[config.mk]
export PLATFORM = sky130hd
export DESIGN_NAME = mux21_arb
export DESIGN_NICKNAME = d
export VERILOG_FILES = /design/src/rtl/mux21_arb.sv
export SDC_FILE = /design/constraint.sdc
export NUM_CORES = 1
export LEC_CHECK = 0
export CAP_MARGIN = 10
export CORE_MARGIN = 1
export CORE_UTILIZATION = 55
export CTS_CLUSTER_DIAMETER = 30
export CTS_CLUSTER_SIZE = 30
export DETAILED_ROUTE_END_ITERATION = 10
export DONT_BUFFER_PORTS = 1
export PLACE_DENSITY = 0.73
export SLEW_MARGIN = 10
export SYNTH_ARGS = -nofsm -noshare
export SYNTH_HDL_FRONTEND = slang
export SYNTH_SLANG_ARGS = --single-unit
[constraint.sdc]
create_clock -name CLK -period 1.6 [get_ports CLK]
set_input_delay 0.32 -clock CLK [delete_from_list [all_inputs] [get_ports CLK]]
set_output_delay 0.32 -clock CLK [all_outputs]
set_load 0.005 [all_outputs]
[src/rtl/mux21_arb.sv]
// Two-requester arbiter that owns a shared 2:1 mux path and registers the selected data.
// Alternates ownership under contention after MAX_HOLD consecutive granted cycles.
module mux21_arb #(
    parameter int WIDTH    = 8,
    parameter int MAX_HOLD = 4
) (
    input  logic             CLK,
    input  logic             RST_N,
    input  logic             REQ0,
    input  logic             REQ1,
    input  logic [WIDTH-1:0] D0,
    input  logic [WIDTH-1:0] D1,
    output logic             GNT0,
    output logic             GNT1,
    output logic             S,
    output logic [WIDTH-1:0] Y,
    output logic             VALID
);

    // state | meaning
    // IDLE  | nobody owns the path
    // OWN0  | requester 0 owns the path, D0 selected
    // OWN1  | requester 1 owns the path, D1 selected
    typedef enum logic [1:0] {
        IDLE = 2'd0,
        OWN0 = 2'd1,
        OWN1 = 2'd2
    } state_t;

    localparam logic [3:0] CNT_MAX = 4'(MAX_HOLD - 1);

    state_t           r_state;
    logic [3:0]       r_cnt;
    logic             r_last;
    logic [WIDTH-1:0] r_y;
    logic             r_valid;

    always_ff @(posedge CLK) begin
        if (!RST_N) begin
            r_state <= IDLE;
            r_cnt   <= 4'd0;
            r_last  <= 1'b1;
            r_y     <= '0;
            r_valid <= 1'b0;
        end else begin
            r_valid <= 1'b0;
            case (r_state)
                IDLE: begin
                    // Ties go to whoever was not granted last.
                    if (REQ0 && (!REQ1 || r_last)) begin
                        r_state <= OWN0;
                        r_cnt   <= 4'd0;
                        r_last  <= 1'b0;
                    end else if (REQ1) begin
                        r_state <= OWN1;
                        r_cnt   <= 4'd0;
                        r_last  <= 1'b1;
                    end
                end
                OWN0: begin
                    if (REQ0) begin
                        r_y     <= D0;
                        r_valid <= 1'b1;
                        if (REQ1 && (r_cnt == CNT_MAX)) begin
                            r_state <= OWN1;
                            r_cnt   <= 4'd0;
                            r_last  <= 1'b1;
                        end else if (r_cnt != CNT_MAX) begin
                            r_cnt <= r_cnt + 4'd1;
                        end
                    end else if (REQ1) begin
                        r_state <= OWN1;
                        r_cnt   <= 4'd0;
                        r_last  <= 1'b1;
                    end else begin
                        r_state <= IDLE;
                    end
                end
                OWN1: begin
                    if (REQ1) begin
                        r_y     <= D1;
                        r_valid <= 1'b1;
                        if (REQ0 && (r_cnt == CNT_MAX)) begin
                            r_state <= OWN0;
                            r_cnt   <= 4'd0;
                            r_last  <= 1'b0;
                        end else if (r_cnt != CNT_MAX) begin
                            r_cnt <= r_cnt + 4'd1;
                        end
                    end else if (REQ0) begin
                        r_state <= OWN0;
                        r_cnt   <= 4'd0;
                        r_last  <= 1'b0;
                    end else begin
                        r_state <= IDLE;
                    end
                end
                default: r_state <= IDLE;
            endcase
        end
    end

    assign GNT0  = (r_state == OWN0);
    assign GNT1  = (r_state == OWN1);
    assign S     = (r_state == OWN1);
    assign Y     = r_y;
    assign VALID = r_valid;

endmodule

==> metrics.md, run 1 <==
| Metric | Value |
|---|---|
| Outcome | `finished with violations` |
| Failing checks | `setup timing` |
| Die Y | `between 40 and 50 microns` |
| Num rows | `15` |
| Grt ovf | `0` |
| Synthesized area | `approximately 1000 sq um` |
| Slew headroom | `between 70 and 80%` |
| Reg clk slew, reported paths | `around 90 ps` |
| HP Start | `RST_N` |
| CP Max Fanout | `4` |
| RSZ-0062 raised after global routing | `yes` |
| Diode count | `0` |
| CP Launch Type | `flip-flop` |
| PD cells | `~1800 nW/um^2` |
| Initial antenna violation count | `0` |
| CP endpoint kind | `flip-flop` |
| Die Wd | `45.0 microns` |
| Drt pass-1 iters | `4` |
| Area leader, netlist | `dfxtp_1` |
| Largest net degree at the start of global routing | `18` |
| Total GRT Usage | `around 22%` |
| Final ANT Viol Nets | `0` |
| Wirelength per Cell | `approximately 14 microns` |
| CP bufs+invs | `1` |
| Critical path arrival | `around 1800 ps` |
| Later-pin clock latency in the skew report | `around 280 ps` |
| Nets@finish | `about 140` |
| CTS tree | `built` |
| Leak | `just over 0.5 nW` |
| Post-synthesis cell type count | `36` |
| Worst R2R Start | `r_state[1]` |
| Min Tclk post-route | `approximately 1600 ps` |
| Worst Skew | `3.97 ps` |
| Core area | `~1700 sq um` |
| Level count of the clock H-tree | `1` |
| Post-synthesis sequential area ratio | `between 30% and 40%` |
| Setup violations, final | `2` |
| Post-Syn Area per Cell | `between 8 and 9 sq um` |
| Synth Flop Type | `dfxtp_1` |
| Global-route wire length before repair | `around 3200 microns` |
| Worst Path Required | `between 1500 and 2000 ps` |
| Die ar. | `~2000 sq um` |
| CTS Buffer Depth | `2` |
| Sequential power share | `about a third` |
| Routed WL | `slightly above 2000 microns` |
| Worst-Margin Slew | `346 ps` |
| Path depth of the worst reg2reg path | `6` |
| Synth area leaders | `dfxtp_1 (31%), mux2i_1 (11%), o211a_1 (7.9%)` |
| Via count | `839` |
| Via density per instance | `between 5 and 6` |
| Int Power | `about 1.3 mW` |
| Area grow syn2layout | `14.5%` |
| Min-Delay Endpoint | `r_last` |
| Placed insts | `between 100 and 150` |
| NetSw | `between 0.7 and 0.8 mW` |
| WHS Path Cells | `1` |
| Critical path class | `flip-flop to flip-flop` |
| CP cell instances | `inv_4 > ha_4 > or3b_1 > a21o_1 > a31oi_1 > o22ai_1` |
| Power share of the clock group | `12.8%` |
| Initial Utilization | `59.0%` |
| Clock Sink Count | `16` |
| Flop2flop setup slack | `-50 ps` |
| Total Power | `~2.1 mW` |
| Net Count, Synth | `between 100 and 150` |
| TritonCTS Buffers | `3` |
| Post-synth EDFFs | `0` |
| Hpwl dp | `~1500 microns` |
| Combinational fraction of design power | `a little over half` |
| Placer Congestion | `0.779` |
| Post-Layout Cell Count | `between 100 and 150` |
| Peak VDD IR | `about 1.3 mV` |
| Io pins | `32` |
| Mapped Cells | `around 110` |
| Post-synthesis async set-or-reset flop share | `0%` |
| Synth top area share | `a little under a third` |
| Setup TNS | `-79.9 ps` |
| Post-Place Worst Slack | `-21.5 ps` |
| Fin. Hold Viols | `0` |
| FF-to-FF End | `r_cnt[0]` |
| Min setup slack post-route | `-46.5 ps` |
| Root Buffer | `clkbuf_4` |
| HP Class | `input port to flip-flop` |
| Initial DRC count | `13` |
| Layout cells sized above 1 | `between 20% and 30%` |
| Sw Ratio | `38.9%` |
| Top Family by Delay on Critical Path | `compound AO/OA/AOI/OAI gates` |
| Vias in the first global route | `about 800` |
| Warnings from Yosys | `0` |
| Synthesis-stage register bit count | `16` |
| MaxCap Viol Count | `0` |
| DR DRC count | `0` |
| Fin. max-slew vios | `0` |
| Peak Freq | `0.607 GHz` |
| Port Buffers | `0` |
| CP peak stage delay | `around 400 ps` |
| Final Cycle Share | `103%` |
| Critical path's slowest cell | `dfxtp_4` |
[layout by cell type, fill, tap and decap left out, drive strengths merged, types with 3 or more instances in the layout]
cell type,netlist,layout
o22ai,4,4
dfxtp,16,16
nand2,15,15
mux2i,11,11
o211a,8,8
a211oi,3,3
buf,7,8
inv,7,7
ha,5,5
a21oi,4,4
o21ai,5,5
clkbuf,2,4
[layout make-up]
cell class              count  area [sq um]
flip-flops and latches     16           329
fillers                   150           561
repair buffers              8          67.6
clock buffers               4          36.3
inverters                   7          33.8
multi-input cells          82           668
well taps                  25          31.3
[cell usage after synthesis, drive strengths merged (3+ instances only)]
cell and n:
a211oi 3, a21oi 4, buf 7, dfxtp 16, ha 5, inv 7, mux2i 11, nand2 15
o211a 8, o21ai 5, o22ai 4
[worst max-delay path by stage]
stage / cells past startpoint / slack, ps / to / startpoint
floorplan: 7 / 0.6 / r_cnt[0] / r_state[1]
global placement: 6 / 8 / r_cnt[0] / r_state[1]
detailed placement: 6 / -20 / r_cnt[0] / r_state[1]
CTS: 6 / -30 / r_cnt[0] / r_state[1]
global route: 6 / -100 / r_cnt[0] / r_state[0]
finish: 6 / -50 / r_cnt[0] / r_state[1]
[metal layers]
| metal | routed length, microns | up-vias | GRT usage (%) |
|---|---|---|---|
| met3 | 145 | 2 | 5.20 |
| met1 | 886 | 381 | 27.2 |
| met4 | 13 | 0 | 7.88 |
| li1 | - | 422 | - |
| met2 | 977 | 34 | 36.2 |
| met5 | 0 | - | 0 |
[through the flow]
stage	hold slack, ps	cell area [sq um]	util (%)
after global placement	401	1090	63.3
after CTS	140	1140	65.9
after detailed placement	421	1090	63.3
after global routing	120	1170	67.5
final	136	1170	67.5
after floorplan	440	1070	-
[registers in the layout (all words and copies together) (netlist names)]
name,cells
r_state,2
r_last,1
VALID,1
Y,8
r_cnt,4
[kinds of logic after synthesis]
group / synth area share, %
simple gates: 19.5
fa+ha+maj: 6.14
buf+inv: 8.23
compound gates: 23.8
flops: 31.4
mux: 10.8
[power by group through the flow]
stage	Combinational (mW)	Clock, mW	Sequential (mW)
CTS	1.04	0.266	0.683
detailed placement	1.02	0	0.686
global route	1.23	0.288	0.699
floorplan	0.877	0	0.663
finish	1.11	0.263	0.683
global placement	1.00	0	0.680
[what timing repair did]
item | in CTS | in global routing
hold buffers | 0 | 0
endpoints found under the setup margin | 4 | 13
endpoints found under the hold margin | 0 | 0
pin swaps | 2 | 0
setup buffers | 1 | 0
gates resized for setup | 1 | 10
(Power assumes the default switching activity.)
==> inputs of run 2 (changes only) <==
==> constraint.sdc (replaced) <==
create_clock -name CLK -period 1.4 [get_ports CLK]
set_input_delay 0.28 -clock CLK [delete_from_list [all_inputs] [get_ports CLK]]
set_output_delay 0.28 -clock CLK [all_outputs]
set_load 0.005 [all_outputs]
==> run 2 against run 1 <==
The flow still finishes with violations (setup timing). Core utilization is 12 points higher. Critical path type unchanged. Setup slack worse by 190 ps. Wire length is 18% higher. Global-route usage is 4.3 points higher. Final area is 17% higher. Sequential power is 12% higher. Largest cell class unchanged. Largest power group unchanged. Final cell count is 12% higher. Via count is 10% higher. Combinational power is 59% higher. Clock skew is 2.7 ps lower. Highest routed layer unchanged.
==> metrics.md, run 2 (synthesis results as in run 1) <==
| Metric | Value |
|---|---|
| Num rows | `15 (unchanged)` |
| Power share of the clock group | `11.0% (-1.8 points)` |
| Die ar. | `2030 sq um (unchanged)` |
| Worst Skew | `1.26 ps (-2.72 ps)` |
| Final ANT Viol Nets | `0 (unchanged)` |
| CTS Buffer Depth | `2 (unchanged)` |
| Critical path arrival | `1810 ps (about the same)` |
| Reg clk slew, reported paths | `100 ps (about the same)` |
| CP Max Fanout | `4 (unchanged)` |
| Routed WL | `2380 microns (+18%)` |
| Fill count | `122 (-19%)` |
| Area grow syn2layout | `34.4%` |
| Post-Place Worst Slack | `-224 ps (-202 ps)` |
| Initial Utilization | `59.0% (unchanged)` |
| Io pins | `32 (unchanged)` |
| Slew headroom | `76.3% (-0.56 points)` |
| MaxCap Viol Count | `0 (unchanged)` |
| Leak | `0.622 nW (+20%)` |
| Layout cells sized above 1 | `41.8% (+16 points)` |
| NetSw | `1.06 mW (+33%)` |
| Total GRT Usage | `26.1% (+4.3 points)` |
| Final Cycle Share | `117% (+14 points)` |
| HP Class | `input port to flip-flop` |
| Drt pass-1 iters | `4 (unchanged)` |
| Worst Path Required | `1580 ps (-190 ps)` |
| Commonest non-fill, non-tap cell in the layout | `buf_4` |
| Int Power | `1.78 mW (+42%)` |
| Min Tclk post-route | `1640 ps (-8.74 ps)` |
| Root Buffer | `clkbuf_4` |
| Vias in the first global route | `870 (+9.3%)` |
| Initial antenna violation count | `0 (unchanged)` |
| Gr busiest metal | `met2` |
| Core area | `1730 sq um (unchanged)` |
| GRT met2 Usage | `43.2% (+7.0 points)` |
| Die Wd | `45.0 microns (unchanged)` |
| Via density per instance | `5.81 (-1.6%)` |
| Worst-Margin Slew | `354 ps (+8.41 ps)` |
| Hold_ws | `81.8 ps (-53.8 ps)` |
| Max reg flops | `8 (unchanged)` |
| Global-route wire length before repair | `3770 microns (+18%)` |
| Wirelength per Cell | `15.0 microns (+5.1%)` |
| PD cells | `2070 nW/um^2 (+18%)` |
| Combinational fraction of design power | `61.9% (+8.0 points)` |
| Largest net degree at the start of global routing | `18 (unchanged)` |
| Sequential power share | `27.1% (-6.1 points)` |
| Port Buffers | `0 (unchanged)` |
| TritonCTS Buffers | `3 (unchanged)` |
| Critical path class | `flip-flop to flip-flop` |
| Grt ovf | `0 (unchanged)` |
| Diode count | `0 (unchanged)` |
| Setup TNS | `-2210 ps (-2130 ps)` |
| RSZ-0062 raised after global routing | `yes` |
| Clock Sink Count | `16 (unchanged)` |
| Via count | `924 (+10%)` |
| DR DRC count | `0 (unchanged)` |
| Failing checks | `setup timing` |
| Sw Ratio | `37.4% (-1.6 points)` |
| Peak Freq | `0.611 GHz (+0.53%)` |
| Grt met1 use | `32.6% (+5.4 points)` |
| Total Power | `2.84 mW (+38%)` |
| Initial DRC count | `20 (+7)` |
| Most frequent cells in the layout | `buf_4 (16), dfxtp_1 (14), nand2_1 (11), mux2i_1 (9), o211a_1 (8)` |
| Outcome | `finished with violations` |
| Hpwl dp | `1580 microns (+6.0%)` |
| Routing usage on met3 | `5.20% (unchanged)` |
| Nets@finish | `160 (+12%)` |
| Later-pin clock latency in the skew report | `290 ps (about the same)` |
| Min setup slack post-route | `-238 ps (-191 ps)` |
| Level count of the clock H-tree | `1 (unchanged)` |
| CP Launch Type | `flip-flop` |
| Fin. Hold Viols | `0 (unchanged)` |
| Peak VDD IR | `1.57 mV (+24%)` |
| Die Y | `45.0 microns (unchanged)` |
| Placer Congestion | `0.815 (+4.6%)` |
| Fin. max-slew vios | `0 (unchanged)` |
| CP endpoint kind | `flip-flop` |
| CTS tree | `built` |
| Setup violations, final | `17 (+15)` |
run 2: cell types whose count changed in the layout (fill, tap and decap cells not counted), moves of 2 or more:
cell and change:
buf_4 +10, buf_6 +5, nand2_1 -4, nand2_2 +3, inv_2 +2, mux2i_1 -2
mux2i_2 +2
run 2: power by group through the flow:
| stage | logic, mW | clock network [mW] | registers, mW |
|---|---|---|---|
| 6_report | 1.76 | 0.313 | 0.768 |
| 5_1_grt | 1.91 | 0.338 | 0.791 |
| 4_1_cts | 1.64 | 0.319 | 0.770 |
| 3_5_place_dp | 1.39 | 0 | 0.780 |
| 3_3_place_gp | 1.35 | 0 | 0.773 |
| 2_1_floorplan | 1.04 | 0 | 0.763 |
run 2: final cells by class:
type                            count  area (sq um)  area share [%]
Inverter                            7          31.3            2.29
Multi-Input combinational cell     82           708            51.7
Timing Repair Buffer               25           234            17.1
Tap cell                           25          31.3            2.29
Clock buffer                        4          36.3            2.65
Sequential cell                    16           328            23.9
run 2: through the flow:
stage          instances  util [%]  cell area [sq um]
2_1_floorplan        114         -               1080
3_3_place_gp         149      69.3               1200
3_5_place_dp         149      69.3               1200
4_1_cts              159      77.0               1330
5_1_grt              159      79.3               1370
6_report             159      79.3               1370
run 2: final timing paths:
| check | endpoint | from | slack, ps | cells after the start |
|---|---|---|---|---|
| setup / recovery | r_cnt[3] | r_state[1] | -240 | 6 |
| hold / removal | r_last | RST_N | 80 | 1 |
| setup reg to reg | r_cnt[3] | r_state[1] | -240 | 6 |
| hold reg to reg | Y[1] | Y[1] | 530 | 1 |
run 2: repair_timing:
item	4_1_cts	5_1_grt
cloned	0	0
resized for setup	14	10
setup buffers	6	0
pin swaps	7	4
hold buffers	0	0
setup endpoints to repair	18	18
run 2: worst max-delay path: stages, from the launching register on:
cell      delay (ps)
dfxtp_4          390
inv_4             50
ha_4             270
or3b_1           340
a21o_1           200
o211ai_1         180
o31ai_1          100
run 2: routing by layer:
| layer | vias up | part of all wire (%) |
|---|---|---|
| li1 | 457 | - |
| met1 | 433 | 44 |
| met2 | 30 | 49 |
| met3 | 4 | 5.0 |
| met4 | 0 | 1.8 |
| met5 | - | 0 |
